==> config.mk <==
export PLATFORM = sky130hd
export DESIGN_NAME = id_ex_pipe_stage
export DESIGN_NICKNAME = d
export VERILOG_FILES = /design/src/rtl/id_ex_pipe_stage.sv
export SDC_FILE = /design/constraint.sdc
export NUM_CORES = 1
export LEC_CHECK = 0
export CORE_UTILIZATION = 57
export DETAILED_ROUTE_END_ITERATION = 8
export PLACE_DENSITY_LB_ADDON = 0.15
export SYNTH_ARGS = -nofsm -noshare
export SYNTH_HDL_FRONTEND = slang
export SYNTH_SLANG_ARGS = --single-unit
==> constraint.sdc <==
create_clock -name clk -period 3.6 [get_ports clk]
set_clock_uncertainty 0.05 [all_clocks]
set_input_delay 0.72 -clock clk [delete_from_list [all_inputs] [get_ports clk]]
set_output_delay 0.72 -clock clk [all_outputs]
set_load 0.01 [all_outputs]
==> src/rtl/id_ex_pipe_stage.sv <==
// Valid/ready pipeline stage register with an optional two-entry skid buffer.
// Empty slots present an all-zero payload, which downstream decoders see as a nop.
module id_ex_pipe_stage #(
  parameter int DATA_W = 165,
  parameter int SKID   = 1,
  parameter int CNT_W  = 16
) (
  input  logic              clk,
  input  logic              reset,
  input  logic              flush,
  input  logic              in_valid,
  output logic              in_ready,
  input  logic [DATA_W-1:0] in_data,
  output logic              out_valid,
  input  logic              out_ready,
  output logic [DATA_W-1:0] out_data,
  output logic [CNT_W-1:0]  stall_cnt
);

  typedef enum logic [1:0] {
    ST_EMPTY = 2'd0,
    ST_ONE   = 2'd1,
    ST_TWO   = 2'd2
  } state_e;

  state_e            state_q, state_d;
  logic [DATA_W-1:0] head_q,  head_d;
  logic [DATA_W-1:0] skid_q,  skid_d;
  logic [CNT_W-1:0]  cnt_q,   cnt_d;
  logic              accept;
  logic              consume;

  function automatic logic [CNT_W-1:0] sat_inc(input logic [CNT_W-1:0] v);
    return (v == {CNT_W{1'b1}}) ? v : v + CNT_W'(1);
  endfunction

  // With the skid buffer, in_ready depends only on the state register.
  always_comb begin
    out_valid = (state_q != ST_EMPTY);
    if (SKID != 0) begin
      in_ready = (state_q != ST_TWO);
    end else begin
      in_ready = !out_valid || out_ready;
    end
    accept   = in_valid && in_ready && !flush;
    consume  = out_valid && out_ready && !flush;
    out_data = out_valid ? head_q : '0;
    stall_cnt = cnt_q;
  end

  always_comb begin
    state_d = state_q;
    head_d  = head_q;
    skid_d  = skid_q;
    cnt_d   = cnt_q;
    unique case (state_q)
      ST_EMPTY: begin
        if (accept) begin
          state_d = ST_ONE;
          head_d  = in_data;
        end
      end
      ST_ONE: begin
        if (accept && consume) begin
          head_d = in_data;
        end else if (accept) begin
          state_d = ST_TWO;
          skid_d  = in_data;
        end else if (consume) begin
          state_d = ST_EMPTY;
          head_d  = '0;
        end
      end
      ST_TWO: begin
        if (consume) begin
          state_d = ST_ONE;
          head_d  = skid_q;
          skid_d  = '0;
        end
      end
      default: begin
        state_d = ST_EMPTY;
        head_d  = '0;
        skid_d  = '0;
      end
    endcase
    // Flush kills every held entry but keeps the profiling counter.
    if (flush) begin
      state_d = ST_EMPTY;
      head_d  = '0;
      skid_d  = '0;
    end else if (out_valid && !out_ready) begin
      cnt_d = sat_inc(cnt_q);
    end
  end

  always_ff @(posedge clk) begin
    if (reset) begin
      state_q <= ST_EMPTY;
      head_q  <= '0;
      skid_q  <= '0;
      cnt_q   <= '0;
    end else begin
      state_q <= state_d;
      head_q  <= head_d;
      skid_q  <= skid_d;
      cnt_q   <= cnt_d;
    end
  end

endmodule

==> impl_metrics.yaml <==
worst_setup_path:
  path_buf_inv: 3
  critPathLaunchType: "register"
  cp_slowest_stage_delay_ns: 0.48
  cp_cell_sequence: "nor2_2 -> inv_8 -> buf_12 -> and2_1 -> clkdlybuf4s50_1"
  rr_startpoint: "state_q[0]$_SDFFE_PP0P_"
  critPathKind: "reg -> out"
  crit_family: "buffers and inverters"
  end_kind: "primary output"
  worstPathArrival_ns: 2.49
  critPathLaunch: "state_q[0]$_SDFFE_PP0P_"
  cp.required_ns: 2.83
  crit_slowest_cell: "clkdlybuf4s50_1"
  cp_max_fo: 76
grt:
  grt_pass1_vias: 16800
  grt_max_degree: 176
  antenna_found_initial: 9
  grt_pass1_wl_um: 89200
  grt_usage_pct: 32.9
  grt_overflow_total: 0
logic_synthesis:
  yosysSeqAreaShare_pct: 38.7
  synth_fp_nets: 2392
  ys_ff_latch: 348
  synth_top_flop_cell: "dfxtp_1"
  synth_cell_type_count: 44
  syn_avg_cell_area_um2: 8.11
  synth_area_um2: 18000
  ys.warnings.count: 0
  syn_inst: 2221
  synth-edff-count: 0
  async_reset_ff_share_pct: 0
timing:
  finalSetupViolCount: 0
  min_period_ns: 3.26
  finalCritPeriodShare_pct: 90.5
  finalMaxSlewViolations: 0
  rsz0062_at_grt: "no"
  fmax_mhz: 307
  hold_viol_final: 0
  setup_tns_ns: 0
  worst_pin_slew_ns: 1.11
  relSlewSlack_pct: 26.2
worst_hold_path:
  hp-class: "reg -> reg"
  hold_start: "skid_q[51]$_SDFFE_PP0P_"
routing:
  final_antenna_net_count: 0
  detail_route.wl_per_cell_um: 20.0
  drc: 25
  dr_total_vias: 18100
  avgViaCountPerCell: 6.45
  firstDrtPassIters: 9
  routed_wl_um: 56000
  drtIter0Drc: 2065
pwr:
  swShare_pct: 24.7
  p_clk_share_pct: 44.9
  p_switching_mw: 2.16
  ir_drop_mv: 0.332
  p_int_mw: 6.59
  power_density_nw_per_um2: 381
  total_power_mw: 8.75
  power.share.sequential_pct: 44.8
  comb_power_share_pct: 10.3
  p_leak_nw: 7.20
clock_network:
  clock_sinks: 348
  numCtsBuffers: 38
  post-cts-setup-buffers: 0
  clk_pin_slew_ns: 0.06
  cts_root_buffer: "clkbuf_16"
  clockBufferDepth: 3
  cts_tree: "done"
  cts.htree.levels: 2
  clock_latency_ns: 0.54
floorplan:
  initial_core_util_pct: 58.4
  dieWidth_um: 180
  die_area_um2: 32300
  placementRows: 64
  core_um2: 30800
  pin_count: 353
  die_y_um: 180
layout:
  drive_above_1_share_pct: 5.00
  syn_to_final_growth_pct: 27.5
  final_nets: 2541
place:
  io_buffers: 352
  globalplace.congestion: 0.861
  dp_hpwl_um: 30100
flow_run:
  maxCapViolCount: 0
run_status:
  status: "finished with violations"
  violations: "design-rule violations"
## worst paths after layout
path	to	cells past startpoint	slack, ns
setup / recovery	out_data[77]	5	0.34
hold / removal	skid_q[51]$_SDFFE_PP0P_	2	0.41
setup reg to reg	head_q[92]$_SDFFE_PP0P_	6	0.90
hold reg to reg	skid_q[51]$_SDFFE_PP0P_	2	0.41
## flip-flops by register name, indices dropped and copies added (netlist names)
name	cells
stall_cnt	16
state_q	2
head_q	165
skid_q	165
## cells by family (layout without fill, tap and decap cells)
family,after synthesis,count (layout),synth area share [%]
AND/OR/NAND/NOR,891,891,30.9
AO/OA/AOI/OAI,684,684,23.8
flip-flops,348,348,38.7
buffers and inverters,289,466,6.16
multiplexers,8,8,0.479
adder cells (fa/ha/maj),1,1,0.0694
other,0,7,0
## cell usage after synthesis, types with 4 or more instances
master / number / area (um2)
nand4b_1: 165 / 1450
or4_1: 5 / 37.5
and2_1: 330 / 2060
dfxtp_1: 348 / 6970
clkbuf_1: 255 / 957
mux2_2: 5 / 56.3
buf_1: 11 / 41.3
nor2b_1: 6 / 37.5
nand3_1: 335 / 1680
o31ai_1: 5 / 37.5
nor2_1: 14 / 52.6
nand2_1: 5 / 18.8
inv_1: 8 / 30.0
nor4_1: 5 / 31.3
a21boi_0: 165 / 1240
buf_2: 14 / 70.1
or3_1: 4 / 25.0
a21oi_1: 340 / 1700
o211ai_1: 165 / 1240
## metal layers
layer | track usage [%] | routed length [um] | up-vias | share of wire (%)
li1 | - | - | 8341 | -
met1 | 43.7 | 22700 | 8690 | 41
met2 | 51.8 | 26300 | 903 | 47
met3 | 6.48 | 5160 | 127 | 9.2
met4 | 14.2 | 1810 | 4 | 3.2
met5 | 0 | 26 | - | 0.046
## layout by cell type, fill, tap and decap left out, types with 2 or more instances in the layout
master	netlist	routed
dfxtp_1	348	346
clkbuf_8	0	12
nand2_1	5	5
o31ai_1	5	5
o211ai_1	165	165
nand3_1	335	334
diode_2	0	7
nand4b_1	165	165
clkdlybuf4s50_1	0	352
clkinv_2	0	7
inv_1	8	6
clkbuf_16	0	41
and2_1	330	330
a21boi_0	165	165
mux2i_1	3	3
nand4_1	3	3
buf_12	0	28
a21oi_1	340	340
nor2_1	14	13
mux2_2	5	5
nor4_1	5	5
nand3b_1	2	2
or4_1	5	5
nand2b_1	2	2
nor3b_1	2	2
or3_1	4	4
o41ai_1	2	2
o21ai_4	0	2
clkbuf_1	255	7
nor2b_1	6	5
buf_4	0	10
dfxtp_4	0	2
## worst min-delay path: stages, from the launching register on
cell	delay [ns]
dfxtp_1	0.30
nand3_1	0.06
a21oi_1	0.05
## what timing repair did
action,in CTS,in global routing
hold buffers,0,0
resized for setup,0,1
endpoints found under the setup margin,0,1
## layout make-up
type / instances / area (um2)
diodes: 7 / 17.5
clock buffers: 60 / 1220
clock inverters: 8 / 42.5
fillers: 2337 / 7860
inverters: 8 / 42.5
multi-input cells: 1584 / 10000
flip-flops and latches: 348 / 6970
well taps: 396 / 495
repair buffers: 390 / 4160
## power by group through the flow
stage | Sequential [mW] | Combinational (mW) | Clock, mW
floorplan | 4.00 | 0.456 | 0
global placement | 4.00 | 0.875 | 0
detailed placement | 4.00 | 0.886 | 0
CTS | 3.92 | 0.889 | 3.93
global route | 3.92 | 0.957 | 4.12
finish | 3.92 | 0.901 | 3.93
## stage by stage
stage          area (um2)  instances  util [%]  worst slack (ns)  hold slack [ns]
6_report            23000       2801      74.5             0.343            0.407
2_1_floorplan       18000       2221         -              1.23            0.389
5_1_grt             23000       2801      74.5             0.269            0.423
3_3_place_gp        21700       2726      70.4             0.639            0.395
4_1_cts             23000       2794      74.4            0.0923            0.408
3_5_place_dp        21700       2726      70.4             0.601            0.401
(Power assumes the default switching activity.)
==> RTL change: new RTL, config.mk and constraints unchanged <==
The parameter `CNT_W` goes from 16 to 32.
--- a/src/rtl/id_ex_pipe_stage.sv
+++ b/src/rtl/id_ex_pipe_stage.sv
@@ -4,5 +4,5 @@
   parameter int DATA_W = 165,
   parameter int SKID   = 1,
-  parameter int CNT_W  = 16
+  parameter int CNT_W  = 32
 ) (
   input  logic              clk,
Ports: changed (resized stall_cnt); port bits go from 353 to 369. No check against the original RTL was run, so the function may have changed too.
==> RTL change against the unedited design <==
Global-route usage down 0.76 points. Setup slack worse by 15 ps. Sequential cell count is 16 higher. Wire length fell by 15%. Register-to-register slack better by 30 ps. Design area shrank 8.7%. Synthesized cell count decreased by 15%. Power rose by 0.51%. Critical path depth unchanged. Area after synthesis decreased by 12%. Critical endpoint is now out_data[48]. Highest routed layer is now met4.
==> RTL change: results (changes against the unedited design) <==
fillers=1,932 (was 2,337); Top delay family on crit path=buffers and inverters (unchanged); Peak supply drop=0.340 mV (was 0.332 mV); initial drt markers=1,790 (was 2,065); Slew headroom=0.411 (was 0.262); crit path DAT=around 2500 ps; register area share after synthesis=0.461 (was 0.387); GP Congestion=0.820 (was 0.861); setup_tns=0 ps (unchanged); non-filler instance count after layout=2,556 (was 2,801); clk buf depth=3 (unchanged); hold wc startpoint=skid_q[89]$_SDFFE_PP0P_ (was skid_q[51]$_SDFFE_PP0P_); most common library cells after synthesis=dfxtp_1 (364), a21oi_1 (188), nor2_1 (182) (was dfxtp_1 (348), a21oi_1 (340), nand3_1 (335)); Final nets=2,312 (was 2,541); first-pass GRT wire length=74.7 mm (was 89.2 mm); share of cells above drive strength 1=0.0479 (was 0.0500); outcome=finished, final reports clean (was finished, violations left); vias in the first global route=14,362 (was 16,778); drt pass-1 iters=6 (was 9); Avg WL per Cell=18.6 um (was 20.0 um); Largest stage delay, worst path=520 ps (was 480 ps); Worst Path Max Fanout=79 (was 76); insertion delay to the later sink of the worst-skew pair=530 ps; Yosys cell types=48 (was 44); Inst Count DP=2,472 (was 2,726); Vias/cell=6.05 (was 6.45); Hold Path Class=flop to flop (unchanged); Area contributors post-synth=dfxtp_1 (46%), a22o_1 (9.2%), a22oi_1 (7.8%) (was dfxtp_1 (39%), and2_1 (11%), a21oi_1 (9.4%)); post-DP HPWL=27.7 mm (was 30.1 mm); CTS Buf Count=39 (was 38); Reg-to-Reg Start=stall_cnt[0]$_SDFFE_PP0P_ (was state_q[0]$_SDFFE_PP0P_); CP startpoint=state_q[1]$_SDFFE_PP0P_ (was state_q[0]$_SDFFE_PP0P_); Post-Syn Instances=1,896 (was 2,221); antenna violations before repair=14 (was 9); largest net degree at the start of global routing=167 (was 176); Leakage=7.39 nW (was 7.20 nW); syn nets=2,067 (was 2,392); placed cell areas=19,700 sq um (was 21,700 sq um); Tot GR Track Use=0.321 (was 0.329); PortBufs=368 (was 352)
## RTL change: changes by cell type after synthesis, moves of 164 or more
| cell | delta |
|---|---|
| a22oi_1 | +165 |
| nand4b_1 | -164 |
| nand2_1 | +175 |
| and2_1 | -165 |
| a21boi_0 | -165 |
| nor2_1 | +168 |
| a22o_1 | +165 |
## RTL change: kinds of logic after synthesis
logic type | synth area share
buffers and inverters | 0.0506
adders and majority gates | 0.000792
muxes | 0.00380
xor gates and xnor gates | 0.00222
AOI/OAI and AO/OA | 0.246
and+or+nand+nor | 0.235
DFF | 0.461
## RTL change: cell type report
class | instances | share of cell area
Multi-Input combinational cell | 1330 | 0.371
Sequential cell | 364 | 0.347
Timing Repair Buffer | 395 | 0.197
Clock buffer | 65 | 0.0565
Tap cell | 372 | 0.0222
Clock inverter | 6 | 0.00245
Inverter | 11 | 0.00203
Antenna cell | 13 | 0.00155
## RTL change: worst min-delay path, delay by kind of cell, from the launching register on
kind | cells | cell delay [ps]
AO/OA/AOI/OAI | 1 | 50
AND/OR/NAND/NOR | 1 | 50
flip-flops | 1 | 310
## RTL change: per-stage QoR
stage / setup WS [ps] / power, mW / utilization
after CTS: 136 / 8.82 / 0.773
after global placement: 537 / 4.99 / 0.727
after global routing: 217 / 9.08 / 0.774
after floorplan: 1400 / 4.63 / -
final: 328 / 8.79 / 0.774
after detailed placement: 446 / 5.00 / 0.727
## RTL change: routing by layer
metal	up-vias	part of all wire	global-route usage
met2	724	0.48	0.520
met1	7370	0.39	0.397
li1	7242	-	-
met3	131	0.093	0.0790
met5	-	0	0
met4	0	0.045	0.165
## RTL change: final timing paths
kind,cells after the start,slack [ps],endpoint
setup reg to reg,6,930,stall_cnt[2]$_SDFFE_PP0P_
setup / recovery,5,330,out_data[48]
hold / removal,2,400,skid_q[89]$_SDFFE_PP0P_
hold reg to reg,2,400,skid_q[89]$_SDFFE_PP0P_
## RTL change: where the power goes
group | internal, mW | switching [mW]
Sequential | 4.07 | 0.0243
Combinational | 0.387 | 0.445
Clock | 2.25 | 1.61
